## config.mk

```make
export PLATFORM = sky130hd
export DESIGN_NAME = alu_sequencer
export DESIGN_NICKNAME = d
export VERILOG_FILES = /design/src/rtl/tinymcu_pkg.sv /design/src/rtl/alu_sequencer_flag_reg.sv /design/src/rtl/alu_sequencer.sv
export SDC_FILE = /design/constraint.sdc
export NUM_CORES = 1
export LEC_CHECK = 0
export CAP_MARGIN = 20
export CELL_PAD_IN_SITES_DETAIL_PLACEMENT = 0
export CELL_PAD_IN_SITES_GLOBAL_PLACEMENT = 1
export CORE_MARGIN = 2
export CORE_UTILIZATION = 33
export CTS_BUF_LIST = sky130_fd_sc_hd__clkbuf_8
export DETAILED_ROUTE_END_ITERATION = 16
export GPL_ROUTABILITY_DRIVEN = 0
export HOLD_SLACK_MARGIN = 0.02
export PLACE_DENSITY = 0.92
export SYNTH_ARGS = -nofsm -noshare
export SYNTH_HDL_FRONTEND = slang
export SYNTH_SLANG_ARGS = --single-unit
```

## constraint.sdc

```tcl
create_clock -name clk -period 1.95 [get_ports clk]
set_input_delay 0.39 -clock clk [delete_from_list [all_inputs] [get_ports clk]]
set_output_delay 0.39 -clock clk [all_outputs]
set_load 0.01 [all_outputs]
```

## src/rtl/tinymcu_pkg.sv

```systemverilog
// Shared types and ALU mode codes for the tinymcu datapath.
package tinymcu_pkg;

  typedef enum logic [1:0] {K_OP = 2'd0, K_CMP = 2'd1, K_JZ = 2'd2, K_JC = 2'd3} req_kind_e;

  typedef enum logic [1:0] {IDLE, ISSUE, EXEC, RESP} seq_state_e;

  localparam logic [7:0] ALU_NON = 8'h00;
  localparam logic [7:0] ALU_ADD = 8'h01;
  localparam logic [7:0] ALU_SUB = 8'h02;
  localparam logic [7:0] ALU_AND = 8'h03;
  localparam logic [7:0] ALU_OR  = 8'h04;
  localparam logic [7:0] ALU_XOR = 8'h05;
  localparam logic [7:0] ALU_NOT = 8'h06;
  localparam logic [7:0] ALU_SHL = 8'h07;
  localparam logic [7:0] ALU_SHR = 8'h08;

  function automatic logic is_valid_alu_op(logic [7:0] op);
    logic ok;
    case (op)
      ALU_ADD, ALU_SUB, ALU_AND, ALU_OR, ALU_XOR, ALU_NOT, ALU_SHL, ALU_SHR: ok = 1'b1;
      default: ok = 1'b0;
    endcase
    return ok;
  endfunction

endpackage

```

## src/rtl/alu_sequencer_flag_reg.sv

```systemverilog
// Held carry/zero flags with load enable; cleared asynchronously by reset.
module alu_flag_reg (
  input  logic clk,
  input  logic reset_n,
  input  logic load,
  input  logic c_in,
  input  logic z_in,
  output logic flag_c,
  output logic flag_z
);

  always_ff @(posedge clk or negedge reset_n) begin
    if (!reset_n) begin
      flag_c <= 1'b0;
      flag_z <= 1'b0;
    end else if (load) begin
      flag_c <= c_in;
      flag_z <= z_in;
    end
  end

endmodule

```

## src/rtl/alu_sequencer.sv

```systemverilog
// Initiator side of the ALU interface: sequences one request through the alu and
// returns writeback data, a branch decision or an error strobe.
module alu_sequencer
  import tinymcu_pkg::*;
#(
  parameter int unsigned DST_W  = 3,
  parameter int unsigned DATA_W = 8
) (
  input  logic              clk,
  input  logic              reset_n,
  input  logic              req_valid,
  output logic              req_ready,
  input  logic [1:0]        req_kind,
  input  logic [7:0]        req_op,
  input  logic [DATA_W-1:0] req_a,
  input  logic [DATA_W-1:0] req_b,
  input  logic [DST_W-1:0]  req_dst,
  output logic [7:0]        alu_mode,
  output logic [DATA_W-1:0] alu_a,
  output logic [DATA_W-1:0] alu_b,
  output logic              alu_clr,
  input  logic [DATA_W-1:0] alu_out,
  input  logic              alu_carry,
  input  logic              alu_zero,
  output logic              wb_valid,
  output logic [DATA_W-1:0] wb_data,
  output logic [DST_W-1:0]  wb_dst,
  output logic              br_valid,
  output logic              br_taken,
  output logic              resp_err,
  output logic              flag_c,
  output logic              flag_z
);

  seq_state_e        state_q, state_d;
  req_kind_e         kind_q;
  logic [7:0]        op_q;
  logic [DATA_W-1:0] a_q, b_q, result_q;
  logic [DST_W-1:0]  dst_q;
  logic              err_q;
  logic              accept;
  logic              flag_load;

  assign flag_load = (state_q == EXEC);

  alu_flag_reg u_flag_reg (
    .clk    (clk),
    .reset_n(reset_n),
    .load   (flag_load),
    .c_in   (alu_carry),
    .z_in   (alu_zero),
    .flag_c (flag_c),
    .flag_z (flag_z)
  );

  always_ff @(posedge clk or negedge reset_n) begin
    if (!reset_n) begin
      state_q  <= IDLE;
      kind_q   <= K_OP;
      op_q     <= ALU_NON;
      a_q      <= '0;
      b_q      <= '0;
      dst_q    <= '0;
      err_q    <= 1'b0;
      result_q <= '0;
    end else begin
      state_q <= state_d;
      if (accept) begin
        kind_q <= req_kind_e'(req_kind);
        op_q   <= req_op;
        a_q    <= req_a;
        b_q    <= req_b;
        dst_q  <= req_dst;
        err_q  <= (req_kind_e'(req_kind) inside {K_OP, K_CMP}) && !is_valid_alu_op(req_op);
      end
      if (flag_load) result_q <= alu_out;
    end
  end

  always_comb begin
    state_d   = state_q;
    accept    = 1'b0;
    req_ready = 1'b0;
    alu_mode  = ALU_NON;
    alu_a     = '0;
    alu_b     = '0;
    alu_clr   = 1'b0;
    wb_valid  = 1'b0;
    wb_data   = '0;
    wb_dst    = '0;
    br_valid  = 1'b0;
    br_taken  = 1'b0;
    resp_err  = 1'b0;
    unique case (state_q)
      IDLE: begin
        alu_clr   = 1'b1;
        req_ready = reset_n;
        if (req_valid && reset_n) begin
          accept = 1'b1;
          if ((req_kind_e'(req_kind) inside {K_OP, K_CMP}) && is_valid_alu_op(req_op)) begin
            state_d = ISSUE;
          end else begin
            state_d = RESP;
          end
        end
      end
      ISSUE: begin
        alu_mode = op_q;
        alu_a    = a_q;
        alu_b    = b_q;
        state_d  = EXEC;
      end
      EXEC: begin
        // The alu keeps the mode it latched in ISSUE; only the operands stay on the bus.
        alu_a   = a_q;
        alu_b   = b_q;
        state_d = RESP;
      end
      RESP: begin
        alu_clr  = 1'b1;
        resp_err = err_q;
        wb_valid = (kind_q == K_OP) && !err_q;
        br_valid = (kind_q == K_JZ) || (kind_q == K_JC);
        br_taken = br_valid && ((kind_q == K_JZ) ? flag_z : flag_c);
        if (wb_valid) begin
          wb_data = result_q;
          wb_dst  = dst_q;
        end
        state_d = IDLE;
      end
      default: state_d = IDLE;
    endcase
  end

endmodule

```

==> metrics.yaml <==
synthesis:
  synthArstFlopShare_pct: 100
  syn_area_um2: 1940
  synthCells: 149
  seq_area_frac_synth_pct: 54.3
  ys_ff_latch: 42
  synth_flop_cell: "dfrtp_1"
  synth_top_area_share_pct: 54.3
  yosysUniqueCellTypes: 21
  synth_edf_count: 0
  syn_avg_cell_area_um2: 13.0
  netlist.top_cell.by_area: "dfrtp_1"
  synth.area.top_cells: "dfrtp_1 (54%), mux2_2 (23%), and2_1 (12%)"
  synth_nets: 195
  yosys_warnings: 0
worst_setup_path:
  critPathSlowestCell: "dfrtp_1"
  path_common_cell: "buf_6"
  worst-path-stages: 7
  crit_fanout: 3
  reg2reg_slack_ns: 0.35
  r2r_cells: 7
  path_cells: "ha_2, nor4b_4, buf_4, buf_6, buf_6, and2_4, buf_6"
  worstPathRequired_ns: 1.56
  arrival_ns: 1.64
  max_stage_delay_ns: 0.36
  crit_family: "buffers and inverters"
  cp-start-kind: "flip-flop"
  critPathKind: "flip-flop to output pin"
  path_buf_inv: 4
  end_kind: "output pin"
route:
  firstDrtPassIters: 2
  wl_um: 4510
  drc: 0
  ant_nets: 0
  vias_per_cell: 4.61
  routedWlPerCell_um: 13.9
  vias: 1494
  drt_iter0_drc: 50
global_route:
  antenna_found_initial: 0
  grt_pass1_vias: 1631
  grt_max_degree: 44
  grt_first_pass_wirelength_um: 7560
  busiest_layer: "met2"
  track_usage_pct: 15.2
  grt_overflow: 0
  grt_use_met3_pct: 5.17
  use_met1_pct: 17.7
  grtUsageMet2_pct: 27.0
power:
  ir_drop_mv: 0.661
  p_total_mw: 4.47
  power_density_nw_per_um2: 1430
  leakagePower_nw: 1.46
cts:
  cts_inserted_buffers: 5
  clkTransAtPathRegs_ns: 0.08
  htree_num_levels: 2
  cts_tree: "yes"
  worstSkewPairLatency_ns: 0.29
  cts_sinks: 42
  clockBufferDepth: 2
  clockRootBuffer: "clkbuf_8"
  holdBufCountCts: 0
die:
  start_util_pct: 34.7
  row_count: 27
  die_width_um: 80.6
  core_area_um2: 5570
  io_pins: 85
  die_height_um: 80.6
  die_area_um2: 6490
timing:
  skew_ns: 0.00177
  max_freq_mhz: 493
  period_needed_ns: 2.03
  setup_violations: 9
  relSlewSlack_pct: 63.7
  whs_ns: 0.247
  slew_violations: 0
  period_share_pct: 104
  rsz0062_at_grt: "yes"
  fin_ws_ns: -0.0769
  worst_pin_slew_ns: 0.544
  hold_violations: 0
run_status:
  status: "finished, violations left"
  violations: "setup timing"
cells_and_area:
  syn2layout_area_growth_pct: 62.0
  final_layout_size_suffix_gt1_share_pct: 45.2
  final_area_um2: 3140
  num-nets-final: 297
  diodes: 0
  final_cell_mix: "dfrtp_1 (42), clkdlybuf4s50_1 (42), mux2_2 (39)"
  utilization_pct: 56.3
run:
  maxCapViolCount: 0
placed_design:
  port_buffers: 84
  dpl.hpwl_um: 3110
  placed_cell_area_um2: 2950
hold_path:
  hold_class: "primary input to asynchronous set/reset pin"
## sequential cells by signal, summed over array words and instances (netlist names), 2 cells and up
register,cells
dst_q,3
state_q,2
op_q,8
kind_q,2
b_q,8
a_q,8
result_q,8
## cell families after synthesis
group | synth area share [%]
fa+ha+maj | 2.59
flops | 54.3
buf+inv | 2.07
compound gates | 1.81
mux | 23.2
simple gates | 16.0
## synthesized netlist by cell type, types with 2 or more instances
| master | instances |
|---|---|
| a31oi_1 | 2 |
| and2_1 | 38 |
| buf_2 | 5 |
| dfrtp_1 | 42 |
| ha_1 | 4 |
| inv_1 | 3 |
| mux2_2 | 39 |
| nand2_1 | 2 |
| nor2b_1 | 2 |
## worst paths after layout
check,start,end
worst max-delay path,state_q[0],wb_data[5]
worst min-delay path,reset_n,result_q[5]
worst max register to register,state_q[0],dst_q[1]
worst min register to register,a_q[0],a_q[0]
max in group asynchronous,reset_n,a_q[5]
min in group clk,a_q[0],a_q[0]
## power breakdown
| group | total, mW | switching (mW) | internal [mW] |
|---|---|---|---|
| sequential | 1.55 | 0.232 | 1.32 |
| clock | 0.579 | 0.298 | 0.281 |
| combinational | 2.34 | 0.937 | 1.41 |
## cell type report
type	instances	area (um2)
fillers	530	2440
well taps	72	90.1
clock inverters	2	8.76
flip-flops and latches	42	1050
inverters	3	16.3
multi-input cells	98	920
repair buffers	101	967
clock buffers	6	82.6
## timing repair
item,CTS,global route
gates cloned,1,0
resized for setup,135,24
setup endpoints to repair,39,38
endpoints found under the hold margin,0,0
pin swaps,4,6
buffers inserted,5,0
## routing by layer
layer  vias to the layer above  routed length, um
met1                       721               1900
met2                        54               2210
met4                         0                 42
met3                         6                360
met5                         -                  0
li1                        713                  -
## metrics by stage
stage          setup WS [ns]  setup TNS [ns]  cells
2_1_floorplan          0.329               0    149
3_3_place_gp         -0.0604          -0.895    310
3_5_place_dp         -0.0785           -1.77    310
4_1_cts               -0.127           -1.31    324
5_1_grt               -0.171           -2.05    324
6_report             -0.0769          -0.421    324
Note: power is estimated with default switching activity, not from simulation.
